$ cat src/rtl/mul_div_arbiter_pkg.sv
`default_nettype none
// ============================================================================
// mul_div_arbiter_pkg : shared types and constants for the mul/div arbiter
// Rev 1.0 - initial release
// ============================================================================
package mul_div_arbiter_pkg;

   localparam int         DATA_W = 32;
   localparam logic [1:0] OP_NOP = 2'd0;
   localparam logic [1:0] OP_MUL = 2'd1;

   typedef enum logic [1:0] {
      IDLE  = 2'd0,
      ISSUE = 2'd1,
      WAIT  = 2'd2,
      RESP  = 2'd3
   } state_t;

endpackage
`default_nettype wire

$ cat src/rtl/mul_div_arbiter_rr_arbiter.sv
`default_nettype none
// ============================================================================
// mul_div_arbiter_rr_arbiter : combinational round-robin pick starting at ptr
// Rev 1.0 - initial release
// ============================================================================
module mul_div_arbiter_rr_arbiter #(
   parameter int NREQ  = 2,
   parameter int IDX_W = (NREQ > 1) ? $clog2(NREQ) : 1
) (
   input  logic [NREQ-1:0]  req,
   input  logic [IDX_W-1:0] ptr,
   output logic [NREQ-1:0]  grant,
   output logic [IDX_W-1:0] grant_idx,
   output logic             grant_any
);

   logic [NREQ-1:0] w_rot;
   logic [IDX_W:0]  w_sum;

   // Rotate so that bit 0 is the requester at ptr, then take the first set bit.
   always_comb begin
      grant     = '0;
      grant_idx = '0;
      grant_any = 1'b0;
      w_sum     = '0;
      w_rot     = NREQ'({req, req} >> ptr);
      for (int k = 0; k < NREQ; k++) begin
         if (!grant_any && w_rot[k]) begin
            grant_any = 1'b1;
            w_sum     = {1'b0, ptr} + (IDX_W+1)'(k);
         end
      end
      if (w_sum >= (IDX_W+1)'(NREQ)) begin
         w_sum = w_sum - (IDX_W+1)'(NREQ);
      end
      grant_idx = w_sum[IDX_W-1:0];
      if (grant_any) begin
         grant[grant_idx] = 1'b1;
      end
   end

endmodule
`default_nettype wire

$ cat src/rtl/mul_div_arbiter.sv
`default_nettype none
// ============================================================================
// mul_div_arbiter : shares one mul/div unit between NREQ requesters (round-robin)
// Rev 1.0 - initial release
// ============================================================================
module mul_div_arbiter #(
   parameter int         NREQ   = 2,
   parameter logic [1:0] OP_MUL = 2'd1
) (
   input  logic                 clock,
   input  logic                 reset,
   input  logic [NREQ-1:0]      req_valid,
   output logic [NREQ-1:0]      req_ready,
   input  logic [32*NREQ-1:0]   req_src0,
   input  logic [32*NREQ-1:0]   req_src1,
   input  logic [2*NREQ-1:0]    req_op,
   input  logic [NREQ-1:0]      req_sign,
   output logic [NREQ-1:0]      resp_valid,
   input  logic [NREQ-1:0]      resp_ready,
   output logic [31:0]          resp_res0,
   output logic [31:0]          resp_res1,
   output logic [31:0]          unit_in_src0,
   output logic [31:0]          unit_in_src1,
   output logic [1:0]           unit_in_op,
   output logic                 unit_in_sign,
   output logic                 unit_in_valid,
   input  logic                 unit_in_ready,
   input  logic                 unit_out_valid,
   output logic                 unit_out_ready,
   input  logic [31:0]          unit_out_res0,
   input  logic [31:0]          unit_out_res1,
   output logic                 busy
);

   import mul_div_arbiter_pkg::*;

   localparam int IDX_W = (NREQ > 1) ? $clog2(NREQ) : 1;

   state_t              r_state;
   logic [IDX_W-1:0]    r_rr_ptr;
   logic [IDX_W-1:0]    r_owner;
   logic [DATA_W-1:0]   r_src0;
   logic [DATA_W-1:0]   r_src1;
   logic [1:0]          r_op;
   logic                r_sign;
   logic [DATA_W-1:0]   r_res0;
   logic [DATA_W-1:0]   r_res1;
   logic                r_unit_in_valid;
   logic                r_unit_out_ready;
   logic [NREQ-1:0]     r_resp_valid;
   logic                r_busy;

   logic [NREQ-1:0]     w_grant;
   logic [IDX_W-1:0]    w_idx;
   logic                w_any;
   logic [IDX_W-1:0]    w_next_ptr;
   logic [DATA_W-1:0]   w_src0_arr [NREQ];
   logic [DATA_W-1:0]   w_src1_arr [NREQ];
   logic [1:0]          w_op_arr   [NREQ];

   for (genvar i = 0; i < NREQ; i++) begin : g_unpack
      assign w_src0_arr[i] = req_src0[32*i +: 32];
      assign w_src1_arr[i] = req_src1[32*i +: 32];
      assign w_op_arr[i]   = req_op[2*i +: 2];
   end

   mul_div_arbiter_rr_arbiter #(
      .NREQ  (NREQ),
      .IDX_W (IDX_W)
   ) u_rr_arbiter (
      .req       (req_valid),
      .ptr       (r_rr_ptr),
      .grant     (w_grant),
      .grant_idx (w_idx),
      .grant_any (w_any)
   );

   assign w_next_ptr = (r_owner == IDX_W'(NREQ-1)) ? '0 : r_owner + IDX_W'(1);

   // Gated by reset so no requester sees an accept while the block is held in reset.
   assign req_ready      = (r_state == IDLE && reset) ? w_grant : '0;
   assign resp_valid     = r_resp_valid;
   assign resp_res0      = r_res0;
   assign resp_res1      = r_res1;
   assign unit_in_src0   = r_src0;
   assign unit_in_src1   = r_src1;
   assign unit_in_op     = r_op;
   assign unit_in_sign   = r_sign;
   assign unit_in_valid  = r_unit_in_valid;
   assign unit_out_ready = r_unit_out_ready;
   assign busy           = r_busy;

   always_ff @(posedge clock or negedge reset) begin
      if (!reset) begin
         r_state          <= IDLE;
         r_rr_ptr         <= '0;
         r_owner          <= '0;
         r_src0           <= '0;
         r_src1           <= '0;
         r_op             <= '0;
         r_sign           <= 1'b0;
         r_res0           <= '0;
         r_res1           <= '0;
         r_unit_in_valid  <= 1'b0;
         r_unit_out_ready <= 1'b0;
         r_resp_valid     <= '0;
         r_busy           <= 1'b0;
      end else begin
         case (r_state)
            IDLE: begin
               if (w_any) begin
                  r_owner <= w_idx;
                  r_src0  <= w_src0_arr[w_idx];
                  r_src1  <= w_src1_arr[w_idx];
                  r_op    <= w_op_arr[w_idx];
                  r_sign  <= req_sign[w_idx];
                  r_busy  <= 1'b1;
                  if (w_op_arr[w_idx] == OP_MUL) begin
                     r_unit_in_valid <= 1'b1;
                     r_state         <= ISSUE;
                  end else begin
                     // Ops the unit does not execute complete locally with a zero result.
                     r_res0       <= '0;
                     r_res1       <= '0;
                     r_resp_valid <= w_grant;
                     r_state      <= RESP;
                  end
               end
            end
            ISSUE: begin
               if (unit_in_ready) begin
                  r_unit_in_valid  <= 1'b0;
                  r_unit_out_ready <= 1'b1;
                  r_state          <= WAIT;
               end
            end
            WAIT: begin
               if (unit_out_valid) begin
                  r_res0           <= unit_out_res0;
                  r_res1           <= unit_out_res1;
                  r_unit_out_ready <= 1'b0;
                  r_resp_valid     <= NREQ'(1) << r_owner;
                  r_state          <= RESP;
               end
            end
            RESP: begin
               if (resp_ready[r_owner]) begin
                  r_rr_ptr     <= w_next_ptr;
                  r_resp_valid <= '0;
                  r_busy       <= 1'b0;
                  r_state      <= IDLE;
               end
            end
            default: r_state <= IDLE;
         endcase
      end
   end

endmodule
`default_nettype wire
$ cat config.mk
export PLATFORM = sky130hd
export DESIGN_NAME = mul_div_arbiter
export DESIGN_NICKNAME = d
export VERILOG_FILES = /design/src/rtl/mul_div_arbiter_pkg.sv /design/src/rtl/mul_div_arbiter_rr_arbiter.sv /design/src/rtl/mul_div_arbiter.sv
export SDC_FILE = /design/constraint.sdc
export NUM_CORES = 1
export LEC_CHECK = 0
export CAP_MARGIN = 20
export CORE_MARGIN = 1.5
export CORE_UTILIZATION = 35
export CTS_CLUSTER_SIZE = 16
export DETAILED_ROUTE_END_ITERATION = 12
export PLACE_DENSITY_LB_ADDON = 0.25
export SYNTH_ARGS = -nofsm -noshare
export SYNTH_HDL_FRONTEND = slang
export SYNTH_SLANG_ARGS = --single-unit
$ cat constraint.sdc
create_clock -name clock -period 2.15 [get_ports clock]
set_input_delay 0.43 -clock clock [delete_from_list [all_inputs] [get_ports clock]]
set_output_delay 0.43 -clock clock [all_outputs]
set_load 0.005 [all_outputs]
# Word-level counts from Yosys, hierarchy flattened
# Cells that the tools add are included.
totals:
  input_bits: 206
  reg_bits: 140
  word_cells: 101
classes:
  mux: 49
  order_cmp: 5
  eq_ne: 10
  add_sub_neg: 3
  n_reduce_logical: 18
  n_bitwise: 1
  n_shift: 2
op_table:
  columns: ["cell", "n"]
  rows:
  - ["two-way mux 32 bit", 10]
  - ["case mux 32 bit (2 select lines)", 2]
  - ["two-way mux 2 bit", 14]
  - ["two-way mux 1 bit", 17]
  - ["AND reduction 4 bit", 3]
  - ["!= test 2 bit (second input constant)", 4]
  - ["case mux 2 bit (4 select lines)", 1]
  - ["nonzero test 2 bit", 4]
  - ["case mux 1 bit (2 select lines)", 3]
  - ["case mux 2 bit (3 select lines)", 1]
  - ["AND reduction 3 bit", 2]
  - ["AND reduction 5 bit", 1]
  - ["equality test 2 x 1 -> 1 bit (second input constant)", 2]
  - ["equality test 2 bit (second input constant)", 2]
  - ["greater-or-equal comparator 2 bit (second input constant)", 2]
  - ["less-than comparator 1 x 2 -> 1 bit (second input constant)", 2]
  - ["!= test 2 x 1 -> 1 bit (second input constant)", 2]
  - ["AND reduction 2 bit", 2]
  - ["right shift 4 x 1 -> 2 bit", 1]
  - ["logical AND 1 bit", 3]
  - ["nonzero test 3 bit", 1]
  - ["adder 1 x 1 -> 2 bit (second input constant)", 1]
  - ["logical NOT 2 bit", 1]
  - ["NOT 1 -> 2 bit", 1]
  - ["6 further kinds", 6]

# Logic depth before layout (Yosys ltp)
# Gate-level depths: netlist of the first run.
logic_depth:
  ltp_word: 15
  depth_mapped: 8
  mapped_depth_nobuf: 7

# Cells and area by module
# Synthesis of the first run repeated with hierarchy kept, for this count alone.
unflattened:
  hier_cells: 500
  hier_area_um2: 5911.9
modules_own_cells:
  columns: ["module", "n_inst", "seq_area_each_um2", "area_per_inst_um2", "cells_per_inst"]
  rows:
  - ["mul_div_arbiter", 1, 3503.4, 5879.4, 495]
  - ["mul_div_arbiter_rr_arbiter", 1, 0.0, 32.5, 5]

# Worst setup path after synthesis of the first run
# Ideal clock, no wire load.
synth_timing:
  path_type: "register to register"
  startpoint: "register r_state[0]"
  endpoint: "register r_res0[0], in the netlist resp_res0[0]"
  synth_period_minus_slack_ns: 1.792
  path_stages_with_launch: 8
  setup_time_ns: 0.121
  slack_ns: 0.358
  arrival_ns: 1.671
  cell_sequence: "dfrtp_1 -> inv_1 -> ha_1 -> o21ai_2 -> a311oi_2 -> o21ai_2 -> buf_2 -> a22o_1"
synth_via:
  elab_chain_cells: 3
  elab_cells_between_ends: 8
  classes_between: "eq/ne: 4; mux: 1; reduce/logical: 3"
synth_lines:
  columns: ["item", "line", "rtl"]
  rows:
  - ["from (decl)", "mul_div_arbiter.sv:39", "state_t r_state;"]
  - ["from (signal assigned)", "mul_div_arbiter.sv:95", "r_state <= IDLE;"]
  - ["from (signal assigned)", "mul_div_arbiter.sv:120", "r_state <= ISSUE;"]
  - ["from (signal assigned)", "mul_div_arbiter.sv:126", "r_state <= RESP;"]
  - ["equality test 2 bit or logical NOT 2 bit (tied branches)", "mul_div_arbiter.sv:109", "case (r_state)"]
  - ["!= test 2 bit (no source line), or another cell as far along", null, null]
  - ["AND reduction 4 bit (no source line)", null, null]
  - ["to (signal assigned)", "mul_div_arbiter.sv:139", "r_res0 <= unit_out_res0;"]
  - ["to (decl)", "mul_div_arbiter.sv:46", "logic [DATA_W-1:0] r_res0;"]
# Parallel ways exist; a longest one is shown, timed or not.
# A chain may end at the register's enable or synchronous reset.

# Worst setup path after layout of the first run
layout_timing:
  startpoint: "input port req_valid[1]"
  endpoint: "output port req_ready[0]"
layout_via:
  elab_chain_cells: 13
  elab_cells_between_ends: 17
  classes_between: "add/sub: 1; order compare: 3; shift: 1; mux: 9; reduce/logical: 3"
layout_lines:
  columns: ["item", "line", "rtl"]
  rows:
  - ["from (decl)", "mul_div_arbiter.sv:12", "input logic [NREQ-1:0] req_valid,"]
  - ["right shift 4 x 1 -> 2 bit *", "mul_div_arbiter_rr_arbiter.sv:26", "w_rot = NREQ'({req, req} >> ptr);"]
  - ["two-way mux 1 bit", "mul_div_arbiter_rr_arbiter.sv:28", "if (!grant_any && w_rot[k]) begin"]
  - ["logical NOT 1 bit", "mul_div_arbiter_rr_arbiter.sv:28", null]
  - ["logical AND 1 bit", "mul_div_arbiter_rr_arbiter.sv:28", null]
  - ["two-way mux 2 bit", "mul_div_arbiter_rr_arbiter.sv:28", null]
  - ["greater-or-equal comparator 2 bit or subtractor 1 bit (tied branches)", "mul_div_arbiter_rr_arbiter.sv:33, mul_div_arbiter_rr_arbiter.sv:34", null]
  - ["two-way mux 1 bit", "mul_div_arbiter_rr_arbiter.sv:33", "if (w_sum >= (IDX_W+1)'(NREQ)) begin"]
  - ["less-than comparator 1 x 2 -> 1 bit (not written as such) or greater-or-equal comparator 1 bit (tied branches)", "mul_div_arbiter_rr_arbiter.sv:38", "grant[grant_idx] = 1'b1;"]
  - ["logical AND 1 bit (not written as such)", "mul_div_arbiter_rr_arbiter.sv:38", null]
  - ["two-way mux 1 bit (not written as such)", "mul_div_arbiter_rr_arbiter.sv:38", null]
  - ["demux 1 bit (select 1 bit)", null, null]
  - ["two-way mux 2 bit *", "mul_div_arbiter_rr_arbiter.sv:37", "if (grant_any) begin"]
  - ["two-way mux 2 bit *", "mul_div_arbiter.sv:81", "assign req_ready = (r_state == IDLE && reset) ? w_grant : '0;"]
  - ["to (decl)", "mul_div_arbiter.sv:13", "output logic [NREQ-1:0] req_ready,"]
# Every way passes the cells marked *; elsewhere a longest branch is shown, timed or not.

==> flow_metrics.py, run 1 <==
metrics = {
    "sta": {
        "rsz0062_at_grt": "no",
        "fin_skew_ns": 0.006686,
        "finalCritPeriodShare": 0.9085,
        "maxSlewHeadroom": 0.4744,
        "setup_viol": 0,
        "finalWorstSetupSlack_ns": 0.1968,
        "slew_viol_final": 0,
        "finalHoldViolCount": 0,
        "worstMarginPinSlew_ns": 0.7884,
        "fin_crit_ns": 1.953,
        "max_freq_mhz": 512.0,
        "tns_ns": 0,
    },
    "worst_setup_path": {
        "path_max_fanout": 5,
        "crit_type": "in -> out",
        "critPathCaptureType": "output port",
        "crit_path_start_kind": "primary input",
        "required_ns": 1.72,
        "critPathArrivalTime_ns": 1.52,
    },
    "synthesis": {
        "ys_warn_count": 0,
        "synth_fp_nets": 716,
        "synthMuxAreaShare": 0.1184,
        "netlist_instances": 505,
        "yosys.area.top_type": "dfrtp_1",
        "synth-edff-count": 0,
        "synthXorXnorAreaFrac": 0,
        "netlist_top_cells_count": "dfrtp_1, nand2_1, o21ai_0",
        "yosysTopAreaCellShare": 0.5898,
        "synth-compound-area-share": 0.1810,
        "synth_top_family_by_area": "compound AO/OA/AOI/OAI gates",
        "synth_ff_type": "dfrtp_1",
        "synthDistinctLibCells": 31,
        "netlist_area_um2": 5939,
        "ys_ff_latch": 140,
        "ys_async_sr_fraction": 1.000,
        "synth_most_common_cell": "dfrtp_1",
        "synthAdderAreaFrac": 0.01053,
        "yosysSeqAreaShare": 0.5898,
        "synth_area_leaders": "dfrtp_1, mux2i_1, a22o_1, o21ai_0, nand2_1",
        "postSynthAreaPerCell_um2": 11.76,
        "synthSimpleGateAreaFrac": 0.06214,
    },
    "pwr": {
        "netSwitchingFraction": 0.3258,
        "clockPowerShare": 0.195,
        "p_int_mw": 9.122,
        "comb_power_share": 0.460,
        "power_leakage_nw": 4.576,
        "power_density_nw_per_um2": 1317,
        "power.switching_mw": 4.407,
        "ir_drop_v": 0.0006673,
        "fin_total_pwr_mw": 13.53,
        "seq_power_share": 0.345,
    },
    "detailed_routing": {
        "drtIter0Drc": 249,
        "firstDrtPassIters": 5,
        "vias": 5295,
        "post_drt_wl_per_cell_um": 17.24,
        "via_per_inst": 4.853,
        "routed_wl_um": 18810,
        "drc": 0,
        "ant_nets": 0,
    },
    "global_route": {
        "grt_pass1_vias": 5622,
        "grt_max_degree": 141,
        "grt_pass1_wl_um": 29500,
        "gr-total-overflow": 0,
        "grtUsageTotal": 0.2148,
        "antenna_found_initial": 0,
    },
    "min_path": {
        "holdCritPathClass": "in -> async",
    },
    "placement": {
        "globalplace.congestion": 0.8451,
        "place.detailed.hpwl_um": 14170,
        "numPortBuffers": 343,
        "dp_worst_setup_slack_ns": -0.09585,
        "dpl_cell_area_um2": 9696,
    },
    "layout": {
        "area_growth_pct": 72.99,
        "fin_util": 0.6196,
        "fill_cells": 1319,
        "drive_gt1_frac": 0.08037,
        "n_antenna_cell": 0,
        "fin_area_um2": 10270,
        "nets": 1069,
    },
    "die": {
        "die_y_um": 133.3,
        "core_um2": 16580,
        "die_w_um": 133.3,
        "ios": 344,
        "start_util": 0.3582,
        "rows": 47,
        "die-area_um2": 17760,
    },
    "clock_network": {
        "cts_root_buf": "clkbuf_16",
        "clk_pin_slew_ns": 0.06,
        "insertion_delay_ns": 0.41,
        "htreeDepth": 4,
        "cts_sinks": 140,
        "cts_tree": "built",
        "cts_buffers": 17,
        "clock_path_buffers": 2,
    },
    "flow_run": {
        "cap_viol_max_count": 0,
    },
    "outcome": {
        "status": "completed",
    },
}
layer usage:
layer	track usage	up-vias	routed length (um)
met4	0.08816	0	470
met1	0.2339	2477	6864
met2	0.3874	265	9901
met3	0.06621	31	1571
li1	-	2522	-
met5	0	-	0
placed cells by master, fill, tap and decap left out, types with 2 or more instances in the layout:
cell type,count
dlygate4sd2_1,2
clkbuf_16,17
clkinvlp_4,6
a22o_1,64
inv_1,4
nand2_1,77
a21oi_1,3
nor2b_1,2
mux2_1,2
clkinv_2,5
dfrtp_1,140
buf_4,20
inv_6,2
o31ai_1,2
nand2b_1,3
inv_2,2
clkdlybuf4s50_1,340
nor2_1,5
o21ai_0,77
buf_12,5
mux2i_1,68
o21ai_4,2
ha_1,4
buf_6,2
power groups by stage:
stage,combinational [mW],sequential (mW),clock [mW]
after floorplan,2.38,4.71,0
after global placement,6.01,4.65,0
after detailed placement,6.19,4.71,0
after CTS,6.31,4.67,2.70
after global routing,6.77,4.80,2.83
final,6.23,4.66,2.64
worst paths after layout:
check,start,slack [ns],endpoint,cells past startpoint
max in group asynchronous,reset,1.43,unit_in_valid$_DFFE_PN0P_,2
hold reg to reg,unit_in_src1[3]$_DFFE_PN0P_,0.48,unit_in_src1[3]$_DFFE_PN0P_,2
hold / removal,reset,0.08,resp_res0[14]$_DFFE_PN0P_,2
setup / recovery,req_valid[1],0.20,req_ready[0],6
setup reg to reg,r_state[0]$_DFFE_PN0P_,0.23,r_state[0]$_DFFE_PN0P_,9
min in group clock,unit_in_src1[3]$_DFFE_PN0P_,0.48,unit_in_src1[3]$_DFFE_PN0P_,2
worst max-delay path, cell delays in order:
cell and delay, ns:
clkdlybuf4s50_1 0.50, buf_6 0.14, nand2_1 0.05, nand2_1 0.09
nor2_1 0.05, dlygate4sd2_1 0.25
stage by stage:
stage	instances	hold WS, ns
global placement	1055	0.4617
global route	1091	0.1286
floorplan	505	0.1344
finish	1091	0.08167
CTS	1091	0.1600
detailed placement	1055	0.4692
sequential cells by signal, summed over array words and instances, names as in the netlist:
register and flops:
resp_res1 32, resp_valid 2, unit_in_valid 1, r_rr_ptr 1
resp_res0 32, unit_in_src1 32, r_owner 1, unit_in_src0 32
unit_in_sign 1, unit_out_ready 1, unit_in_op 2, busy 1
r_state 2
logic make-up after synthesis:
logic type,after synthesis
flops,140
simple gates,92
fa+ha+maj,5
buf+inv,41
mux,70
compound gates,157
layout make-up:
| cell class | count | area [um^2] | share of cell area |
|---|---|---|---|
| clock buffers | 18 | 439.2 | 0.04274 |
| flip-flops and latches | 140 | 3503 | 0.3410 |
| inverters | 6 | 22.52 | 0.002192 |
| repair buffers | 369 | 3694 | 0.3595 |
| clock inverters | 14 | 96.34 | 0.009376 |
| multi-input cells | 324 | 2245 | 0.2185 |
| well taps | 220 | 275.3 | 0.02679 |
repair_timing:
action | CTS | global route
setup buffers | 4 | 0
hold buffers | 0 | 0
gates resized for setup | 7 | 0
endpoints found under the setup margin | 2 | 0
Power figures use the tool's default switching activity.
==> run 2, diff against run 1 <==
--- a/config.mk
+++ b/config.mk
@@ -11,6 +11,7 @@
 export CTS_CLUSTER_SIZE = 16
 export DETAILED_ROUTE_END_ITERATION = 12
 export PLACE_DENSITY_LB_ADDON = 0.25
+export RECOVER_POWER = 50
 export SYNTH_ARGS = -nofsm -noshare
 export SYNTH_HDL_FRONTEND = slang
 export SYNTH_SLANG_ARGS = --single-unit
==> flow_metrics.py, run 2 (synthesized netlist as in run 1, its figures left out) <==
metrics = {
    "global_route": {
        "antenna_found_initial": 0,
        "grt_pass1_vias": 5622,
        "grt_max_degree": 141,
        "grtUsageTotal": 0.2148,
        "gr-total-overflow": 0,
        "grt_pass1_wl_um": 29500,
    },
    "detailed_routing": {
        "firstDrtPassIters": 4,
        "drc": 0,
        "via_per_inst": 4.896,
        "routed_wl_um": 18820,
        "post_drt_wl_per_cell_um": 17.25,
        "ant_nets": 0,
        "drtIter0Drc": 259,
        "vias": 5341,
    },
    "sta": {
        "finalCritPeriodShare": 0.9077,
        "fin_crit_ns": 1.952,
        "max_freq_mhz": 512.4,
        "fin_skew_ns": 0.006083,
        "setup_viol": 0,
        "maxSlewHeadroom": -0.1570,
        "rsz0062_at_grt": "no",
        "finalHoldViolCount": 0,
        "hold_slack_ns": 0.4704,
        "worstMarginPinSlew_ns": 1.736,
        "slew_viol_final": 141,
    },
    "min_path": {
        "hold_depth": 2,
        "holdCritPathClass": "reg -> reg",
    },
    "layout": {
        "fin_util": 0.6174,
        "area_growth_pct": 72.38,
        "layout_commonest_cell": "clkdlybuf4s50_1",
        "drive_gt1_frac": 0.07348,
        "n_antenna_cell": 0,
        "nets": 1069,
        "mostFrequentLayoutCells": "clkdlybuf4s50_1, dfrtp_1, nand2_1, o21ai_0, mux2i_1",
    },
    "clock_network": {
        "insertion_delay_ns": 0.41,
        "cts_hold_buf": 0,
        "cts_buffers": 17,
        "clk_pin_slew_ns": 0.06,
        "htreeDepth": 4,
        "clock_path_buffers": 2,
        "cts_sinks": 140,
        "cts_root_buf": "clkbuf_16",
        "cts_tree": "built",
    },
    "worst_setup_path": {
        "critPathCaptureType": "output port",
        "crit_path_start_kind": "primary input",
        "critPathArrivalTime_ns": 1.52,
        "rrSetupSlack_ns": 0.22,
        "path_max_fanout": 5,
        "rr_worst_depth": 7,
        "crit_type": "in -> out",
        "required_ns": 1.72,
    },
    "die": {
        "start_util": 0.3582,
        "die-area_um2": 17760,
        "core_um2": 16580,
        "rows": 47,
        "ios": 344,
        "die_w_um": 133.3,
        "die_y_um": 133.3,
    },
    "pwr": {
        "power_leakage_nw": 4.673,
        "power_density_nw_per_um2": 1296,
        "ir_drop_v": 0.0006538,
    },
    "flow_run": {
        "cap_viol_max_count": 1,
    },
    "placement": {
        "place.detailed.hpwl_um": 14170,
        "numPortBuffers": 343,
        "globalplace.congestion": 0.8451,
    },
    "outcome": {
        "violations": "capacitance limit, slew limit",
        "status": "complete, but fails checks",
    },
}
run 2: changes by cell type in the layout (fill, tap and decap cells not counted), moves of 2 or more:
| cell | before | now |
|---|---|---|
| clkdlybuf4s50_1 | 340 | 280 |
| dlygate4sd3_1 | 0 | 60 |
| clkbuf_1 | 0 | 3 |
| buf_4 | 20 | 18 |
run 2: path summary, 6_finish.rpt:
| check | startpoint | end |
|---|---|---|
| min in group asynchronous | reset | resp_valid[1]$_DFFE_PN0P_ |
| min reg2reg | unit_in_src1[3]$_DFFE_PN0P_ | unit_in_src1[3]$_DFFE_PN0P_ |
| max in group asynchronous | reset | unit_in_src0[20]$_DFFE_PN0P_ |
| max | req_valid[1] | req_ready[0] |
| max reg2reg | r_rr_ptr$_DFFE_PN0P_ | resp_res1[12]$_DFFE_PN0P_ |
| min | unit_in_src1[3]$_DFFE_PN0P_ | unit_in_src1[3]$_DFFE_PN0P_ |
run 2: metal layers:
layer	GRT usage	vias up	wire length [um]
met5	0	-	0
met4	0.08816	0	446
met3	0.06621	32	1531
met2	0.3874	262	10050
met1	0.2339	2523	6801
li1	-	2524	-
run 2: cell type report:
| cell class | instances | area, um^2 |
|---|---|---|
| tap | 220 | 275.3 |
| fill | 1326 | 6345 |
| clock buffer | 18 | 439.2 |
| multi-input combinational | 324 | 2238 |
| sequential | 140 | 3503 |
| timing repair buffer | 369 | 3664 |
| clock inverter | 14 | 96.34 |
| inverter | 6 | 22.52 |
run 2: critical path: stages:
cell             delay (ns)
clkdlybuf4s50_1        0.50
buf_6                  0.14
nand2_1                0.05
nand2_1                0.09
nor2_1                 0.05
dlygate4sd2_1          0.25
run 2: power breakdown:
part / internal [mW] / switching, mW / leakage [nW]
sequential: 3.92 / 0.705 / 1.78
combinational: 3.48 / 2.53 / 2.65
clock: 1.50 / 1.14 / 0.250
run 2: metrics by stage:
step	cell area (um^2)	cells	TNS, ns	setup slack, ns	total power, mW
after global placement	9696	1055	-0.9583	-0.04392	10.66
after CTS	10270	1091	0	0.1964	13.69
after global routing	10240	1091	0	0.07576	14.15
final	10240	1091	0	0.1984	13.27
after detailed placement	9696	1055	-4.923	-0.09585	10.90
after floorplan	5939	505	0	0.3581	7.086
run 2: timing repair:
action,4_1_cts,5_1_grt
gates resized for setup,7,0
endpoints found under the setup margin,2,0
setup buffers,4,0
